## config.mk

```make
export PLATFORM = sky130hd
export DESIGN_NAME = sdram_stream_scheduler
export DESIGN_NICKNAME = d
export VERILOG_FILES = /design/src/rtl/sdram_stream_scheduler.sv
export SDC_FILE = /design/constraint.sdc
export NUM_CORES = 1
export LEC_CHECK = 0
export CAP_MARGIN = 20
export CORE_ASPECT_RATIO = 0.7
export CORE_MARGIN = 8
export CORE_UTILIZATION = 50
export DETAILED_ROUTE_END_ITERATION = 16
export HOLD_SLACK_MARGIN = 0.15
export PLACE_DENSITY_LB_ADDON = 0.3
export SETUP_SLACK_MARGIN = 0.02
export SLEW_MARGIN = 0
export SYNTH_ARGS = -nofsm -noshare
export SYNTH_HDL_FRONTEND = slang
export SYNTH_SLANG_ARGS = --single-unit
```

## constraint.sdc

```tcl
create_clock -name sdram_clk -period 4.5 [get_ports sdram_clk]
set_input_delay 0.9 -clock sdram_clk [delete_from_list [all_inputs] [get_ports sdram_clk]]
set_output_delay 0.9 -clock sdram_clk [all_outputs]
set_load 0.01 [all_outputs]
```

## src/rtl/sdram_stream_scheduler.sv

```systemverilog
// -----------------------------------------------------------------------------
// sdram_stream_scheduler
//
// Shares one SDRAM between three requesters:
//   - the incoming stream writer (one full burst per request),
//   - the refill path that tops up the FTDI-side FIFO,
//   - periodic refresh.
// The SDRAM is used as a ring buffer of fixed-size bursts. Write pointer,
// read pointer and fill level are all counted in bursts. One burst command
// is issued to the SDRAM command engine at a time, and it is held until the
// engine reports cmd_done.
//
// Optional feature macro: SDRAM_SCHED_READ_PRIORITY_EN
//   defined   : when a write and a read are both eligible, READ always wins
//               (refresh is still highest), so the FTDI path stays fed.
//   undefined : write and read alternate round-robin when both are eligible.
//
// Ports:
//   sdram_clk     in   single clock for all logic
//   reset_n       in   asynchronous active-low reset
//   refresh_req   in   level, refresh is due
//   refresh_ack   out  pulse on the cmd_done cycle of a refresh
//   wr_req        in   level, source holds one full burst
//   wr_grant      out  high for the whole write burst
//   wr_stall      out  ring full, source must hold its data
//   fifo_wrusedw  in   FIFO write-side used words
//   cmd_valid     out  command request to the SDRAM engine
//   cmd_op        out  01 write, 10 read, 11 refresh, 00 idle
//   cmd_addr      out  burst index of the current command
//   cmd_done      in   one-cycle pulse, current command finished
//   ring_level    out  bursts stored in the ring
//   busy          out  a command is in progress
// -----------------------------------------------------------------------------
module sdram_stream_scheduler #(
   parameter int ADDR_W      = 12,
   parameter int BURST_WORDS = 512,
   parameter int FIFO_DEPTH  = 2048,
   parameter int USEDW_W     = 11
) (
   input  logic                sdram_clk,
   input  logic                reset_n,
   input  logic                refresh_req,
   output logic                refresh_ack,
   input  logic                wr_req,
   output logic                wr_grant,
   output logic                wr_stall,
   input  logic [USEDW_W-1:0]  fifo_wrusedw,
   output logic                cmd_valid,
   output logic [1:0]          cmd_op,
   output logic [ADDR_W-1:0]   cmd_addr,
   input  logic                cmd_done,
   output logic [ADDR_W:0]     ring_level,
   output logic                busy
);

   // State encoding equals the command opcode, so cmd_op is the state itself.
   typedef enum logic [1:0] {
      ST_IDLE    = 2'b00,
      ST_WRITE   = 2'b01,
      ST_READ    = 2'b10,
      ST_REFRESH = 2'b11
   } state_t;

   // A read is allowed only while a whole burst still fits into the FIFO.
   localparam int              RD_MAX_USED = FIFO_DEPTH - BURST_WORDS;
   localparam logic [ADDR_W:0] LEVEL_FULL  = {1'b1, {ADDR_W{1'b0}}};
   localparam logic [ADDR_W:0] LEVEL_ONE   = (ADDR_W+1)'(1);
   localparam logic [ADDR_W-1:0] PTR_ONE   = ADDR_W'(1);

   state_t              state, state_nxt;
   logic [ADDR_W-1:0]   wr_ptr, rd_ptr;
   logic [ADDR_W:0]     level;

   // Arbitration looks only at registered copies of the request inputs.
   logic                refresh_req_q;
   logic                wr_req_q;
   logic [USEDW_W-1:0]  fifo_wrusedw_q;

   logic                wr_ok, rd_ok;

`ifndef SDRAM_SCHED_READ_PRIORITY_EN
   // 1 = the last data command granted was a READ. Reset value 1 makes the
   // first contested grant go to WRITE.
   logic                last_rd;
`endif

   // ---------------------------------------------------------------------
   // Input registers
   // ---------------------------------------------------------------------
   always_ff @(posedge sdram_clk or negedge reset_n) begin
      if (!reset_n) begin
         refresh_req_q  <= 1'b0;
         wr_req_q       <= 1'b0;
         fifo_wrusedw_q <= '0;
      end else begin
         refresh_req_q  <= refresh_req;
         wr_req_q       <= wr_req;
         fifo_wrusedw_q <= fifo_wrusedw;
      end
   end

   // ---------------------------------------------------------------------
   // Eligibility
   // ---------------------------------------------------------------------
   always_comb begin
      wr_ok = wr_req_q && (level != LEVEL_FULL);
      rd_ok = (level != '0) && (32'(fifo_wrusedw_q) <= RD_MAX_USED);
   end

   // ---------------------------------------------------------------------
   // FSM state register
   // ---------------------------------------------------------------------
   always_ff @(posedge sdram_clk or negedge reset_n) begin
      if (!reset_n) state <= ST_IDLE;
      else          state <= state_nxt;
   end

   // ---------------------------------------------------------------------
   // FSM next state
   // ---------------------------------------------------------------------
   always_comb begin
      state_nxt = state;
      case (state)
         ST_IDLE: begin
            if (refresh_req_q) begin
               state_nxt = ST_REFRESH;
            end else if (wr_ok && rd_ok) begin
`ifdef SDRAM_SCHED_READ_PRIORITY_EN
               state_nxt = ST_READ;
`else
               state_nxt = last_rd ? ST_WRITE : ST_READ;
`endif
            end else if (wr_ok) begin
               state_nxt = ST_WRITE;
            end else if (rd_ok) begin
               state_nxt = ST_READ;
            end
         end
         // Command states hold until the engine finishes; a refresh_req that
         // drops mid-refresh does not abort it.
         ST_WRITE, ST_READ, ST_REFRESH: begin
            if (cmd_done) state_nxt = ST_IDLE;
         end
         default: state_nxt = ST_IDLE;
      endcase
   end

   // ---------------------------------------------------------------------
   // Ring pointers and fill level. Updated only on completion of a data
   // command, so a stray cmd_done while idle changes nothing. Overflow and
   // underflow cannot occur because wr_ok/rd_ok gate command entry.
   // ---------------------------------------------------------------------
   always_ff @(posedge sdram_clk or negedge reset_n) begin
      if (!reset_n) begin
         wr_ptr <= '0;
         rd_ptr <= '0;
         level  <= '0;
      end else if (cmd_done) begin
         if (state == ST_WRITE) begin
            wr_ptr <= wr_ptr + PTR_ONE;
            level  <= level + LEVEL_ONE;
         end else if (state == ST_READ) begin
            rd_ptr <= rd_ptr + PTR_ONE;
            level  <= level - LEVEL_ONE;
         end
      end
   end

`ifndef SDRAM_SCHED_READ_PRIORITY_EN
   // Remember which data command was entered last for round-robin.
   always_ff @(posedge sdram_clk or negedge reset_n) begin
      if (!reset_n) begin
         last_rd <= 1'b1;
      end else if (state == ST_IDLE) begin
         if (state_nxt == ST_WRITE)     last_rd <= 1'b0;
         else if (state_nxt == ST_READ) last_rd <= 1'b1;
      end
   end
`endif

   // ---------------------------------------------------------------------
   // Outputs. All decode from registers (plus cmd_done for the ack pulse),
   // so a reset mid-burst drops cmd_valid immediately.
   // ---------------------------------------------------------------------
   always_comb begin
      cmd_valid   = (state != ST_IDLE);
      cmd_op      = state;
      busy        = (state != ST_IDLE);
      wr_grant    = (state == ST_WRITE);
      refresh_ack = (state == ST_REFRESH) && cmd_done;
      wr_stall    = (level == LEVEL_FULL);
      ring_level  = level;
      case (state)
         ST_WRITE: cmd_addr = wr_ptr;
         ST_READ:  cmd_addr = rd_ptr;
         default:  cmd_addr = '0;
      endcase
   end

endmodule

```

# Yosys cells after proc, flatten, opt, wreduce, memory -nomap -nowiden
# Cells that the tools add are included.
# totals
ff_bits,53
output_inout_bits,32
word_cells,47
# op_classes
addsub,4
order_cmp,1
n_eq_ne,7
muxes,12
bitwise_logic,1
reduce_logical,14
# op_table
cell,count
$mux W13,2
$add A12 B1 Y12 const B,2
$pmux W12 S2,1
$add A13 B1 Y13 const B,1
$eq A13 B13 Y1 const B,1
$ne A13 B13 Y1 const B,1
$reduce_bool A13 Y1,1
$sub A13 B1 Y13 const B,1
$mux W2,6
$le A11 B11 Y1 const B,1
$eq A2 B2 Y1 const B,3
$reduce_and A2 Y1,3
$reduce_bool A2 Y1,3
$eq A2 B1 Y1 const B,2
$logic_and A1 B1 Y1,4
$pmux W2 S2,1
$reduce_and A3 Y1,1
$reduce_or A3 Y1,1
$logic_not A2 Y1,1
$mux W1,2
$not A1 Y1,1

# Depth between registers and ports, before layout
# logic_depth
word_depth,10
depth_mapped,13
ltp_nobuf,10

# Least setup slack after synthesis
# Ideal clock, no wire load.
# synth_path
path_type,flip-flop to flip-flop
start,"reg state[1], in the netlist cmd_op[1]"
end,"reg level[12], in the netlist ring_level[12]"
setup_time_ns,0.121
t_arrival_ns,2.950
t_required_ns,4.379
slack_ns,1.430
path_stages_with_launch,13
path_cell_list,dfrtp_1 -> inv_1 -> ha_1 -> buf_6 -> clkbuf_1 -> inv_1 -> fa_1 -> a211o_1 -> o211ai_2 -> a211oi_2 -> o21a_1 -> or2_0 -> a22o_1
# synth_via
elab_chain_len,3
elab_cells_between_ends,5
classes_between,eq/ne: 2; mux: 1; reduce/logical: 2
# synth_rtl
element,line,rtl
from (decl),70,"state_t state, state_nxt;"
from (signal assigned),115,else state <= state_nxt;
$eq A2 B1 Y1 (*),-,
via wr_grant,45,"output logic wr_grant,"
$reduce_bool A2 Y1 (no line),-,
$reduce_and A2 Y1 (no line),-,
to (signal assigned),161,level <= level + LEVEL_ONE;
to (signal assigned),164,level <= level - LEVEL_ONE;
to (decl),72,logic [ADDR_W:0] level;
# Mark *: on every way through the listed nets, which the timed path passes. The rest lies on a longest branch.
# A chain may end at the register's enable or synchronous reset.

# Final worst setup path
# layout_path
start,"reg state[1], in the netlist cmd_op[1]"
end,"reg level[12], in the netlist ring_level[12]"
# layout_via
elab_chain_len,3
elab_cells_between_ends,5
classes_between,eq/ne: 2; mux: 1; reduce/logical: 2
# layout_rtl
element,line
$eq A2 B1 Y1 or $eq A2 B2 Y1 (tied branches),"159, 162"
$reduce_bool A2 Y1 (no line),-
$reduce_and A2 Y1 (no line),-
# Parallel ways exist; a longest one is shown, timed or not.

==> results.yml <==
sta:
  timing.final.ws_setup_ns: 1.162
  rsz0062_at_grt: "no"
  clock_skew_ns: 0.01158
  setup-tns-final_ns: 0
  fin_crit_ns: 3.338
  relSlewSlack: 0.5600
  holdWs_ns: 0.4870
  final-setup-viol-count: 0
  period_share: 0.7418
  slew_viol_final: 0
  fmax_ghz: 0.2996
  hold_violations: 0
  worst_pin_slew_ns: 0.6540
cts:
  clockBufferDepth: 2
  cts_buffers: 5
  path_clk_slew_ns: 0.10
  holdBufCountCts: 0
  cts_tree: "yes"
  clock_latency_ns: 0.30
  cts-resized-gates: 0
  cts_root_buffer: "clkbuf_8"
  numClockSinks: 53
  cts_setup_buffers: 0
  h-tree-depth: 2
global_route:
  grt_use_total: 0.1539
  grt_pass1_vias: 2156
  grt_overflow: 0
  grt_max_degree: 54
  antenna_found_initial: 0
  grt_pass1_wl_um: 10630
yosys:
  synth_edf_count: 0
  yosys_warnings: 0
  ys_types: 51
  yosysSeqAreaShare: 0.4623
  synth_ff_type: "dfrtp_1"
  avgSynthCellArea_um2: 10.29
  ys_async_sr_fraction: 1.000
  syn_inst: 279
  syn-num-nets: 314
  synth_seq_cells: 53
  syn_area_mm2: 0.002872
worst_hold_path:
  hold_path_class: "reg2reg"
  holdPathEnd: "wr_ptr[11]"
  holdCritStartpoint: "wr_ptr[11]"
  min_path_cells: 1
floorplanning:
  die_h_um: 79.41
  rows: 23
  die_area_mm2: 0.008463
  boundaryPins: 48
  core_mm2: 0.005640
  initial_core_util: 0.5091
  die_w_um: 106.6
drt:
  first_pass_iters: 4
  wire_per_inst_um: 15.37
  via_per_inst: 5.480
  ant_nets: 0
  drt_iter0_drc: 101
  drc_errors: 0
  totalWireLength_um: 6146
  routed-via-count: 2192
setup_path:
  reg2reg_from: "cmd_op[1]"
  cp_common_cell: "inv_1"
  required_ns: 4.69
  arrival_ns: 3.53
  crit_type: "reg2reg"
  r2r_cells: 10
  crit_path_top_delay_cell: "fa_1"
  critPathMaxStageDelay_ns: 0.58
  critPathLaunchType: "register"
  crit_chain: "inv_1, ha_1, inv_1, fa_1, a211o_1, o211ai_2, a211oi_2, o21a_1, or2_0, a22o_1"
  regToRegEndpoint: "ring_level[12]"
  cp-end-kind: "register"
  rrSetupSlack_ns: 1.16
  worstPathMaxFanout: 20
power:
  pwr_density_cell_mw_per_mm2: 693.4
  power.static_leakage_nw: 1.478
  finalPower_mw: 2.413
  vdd_drop_max_uv: 409.7
place:
  hpwlAfterDp_um: 4673
  dpl_worst_slack_ns: 1.200
  place.gp.congestion: 0.8517
  io_buffers: 47
  dpl-instance-area_mm2: 0.003386
final_layout:
  multiInputGateArea_mm2: 0.001461
  n_fill_cell: 482
  layout.nets: 359
  drive_gt1_frac: 0.06462
  final_common_cell: "dfrtp_1"
  final_area_mm2: 0.003480
  area_growth_syn_to_layout_pct: 21.18
  final_cell_mix: "52 x dfrtp_1, 46 x clkdlybuf4s50_1, 27 x nand2_1"
  antenna_cells: 0
  regArea_mm2: 0.001328
run:
  drv_cap: 0
outcome:
  status: "finished, final reports clean"
==> worst max-delay path by stage <==
stage                          end       from
finish              ring_level[12]  cmd_op[1]
floorplan           ring_level[12]  cmd_op[1]
global placement    ring_level[12]  cmd_op[1]
global route        ring_level[12]  cmd_op[1]
detailed placement  ring_level[12]  cmd_op[1]
CTS                 ring_level[12]  cmd_op[1]
==> kinds of logic after synthesis <==
logic type | count (synthesis) | synth area share
xor gates and xnor gates | 30 | 0.09151
adders and majority gates | 19 | 0.08540
buffers and inverters | 18 | 0.02875
and+or+nand+nor | 94 | 0.1760
DFF | 53 | 0.4623
AOI/OAI and AO/OA | 62 | 0.1442
muxes | 3 | 0.01176
==> state kept, by name (all words and copies together), names as in the netlist <==
signal and count:
last_rd 1, refresh_req_q 1, fifo_wrusedw_q 11, wr_req_q 1, cmd_op 2, wr_ptr 12
ring_level 13, rd_ptr 12
==> final cells by class <==
cell class | count | area share
timing repair buffer | 48 | 0.1359
clock inverter | 3 | 0.007192
multi-input combinational | 208 | 0.4200
sequential | 53 | 0.3815
clock buffer | 5 | 0.01978
inverter | 8 | 0.008630
tap | 75 | 0.02697
==> stage by stage <==
| step | std cells | util |
|---|---|---|
| floorplan | 279 | - |
| global placement | 392 | 0.6003 |
| detailed placement | 392 | 0.6003 |
| CTS | 400 | 0.6169 |
| global route | 400 | 0.6169 |
| finish | 400 | 0.6169 |
==> layer usage <==
layer,track usage,routed length [um]
met5,0,0
met1,0.2280,3102
met4,0.02937,36
met3,0.04919,367
met2,0.2129,2640
==> worst max-delay path, delay by kind of cell (launching register included) <==
family	cells	cell delay, ns
adders and majority gates	2	1.15
AOI/OAI and AO/OA	5	0.91
buffers and inverters	2	0.51
DFF	1	0.45
and+or+nand+nor	1	0.20
==> synth_stat cells (all sizes together) (2+ instances only) <==
cell type,count,share of area
a211oi,4,0.012
nand2,27,0.035
nand2b,4,0.0087
and2,4,0.010
mux2,3,0.012
o211ai,2,0.0070
dfrtp,52,0.45
nand3,11,0.019
ha,18,0.078
inv,8,0.010
nor2,11,0.014
a31oi,2,0.0044
nor2b,12,0.026
and4,2,0.0061
nor3,3,0.0052
a21o,3,0.0078
o21a,3,0.0078
a22oi,12,0.031
or2,2,0.0044
o31ai,2,0.0052
clkbuf,5,0.0070
a21oi,14,0.024
xnor2,21,0.064
or3,2,0.0044
and3,5,0.013
nor4,4,0.0087
buf,5,0.011
nand4,5,0.013
a22o,2,0.0061
xor2,9,0.027
o21ai,12,0.021
==> report_power, final <==
part | internal, mW | switching, mW | leakage (nW) | total, mW
registers | 0.600 | 0.137 | 0.665 | 0.737
clock network | 0.113 | 0.165 | 0.0447 | 0.278
logic | 0.667 | 0.731 | 0.768 | 1.40
Power figures use the tool's default switching activity.
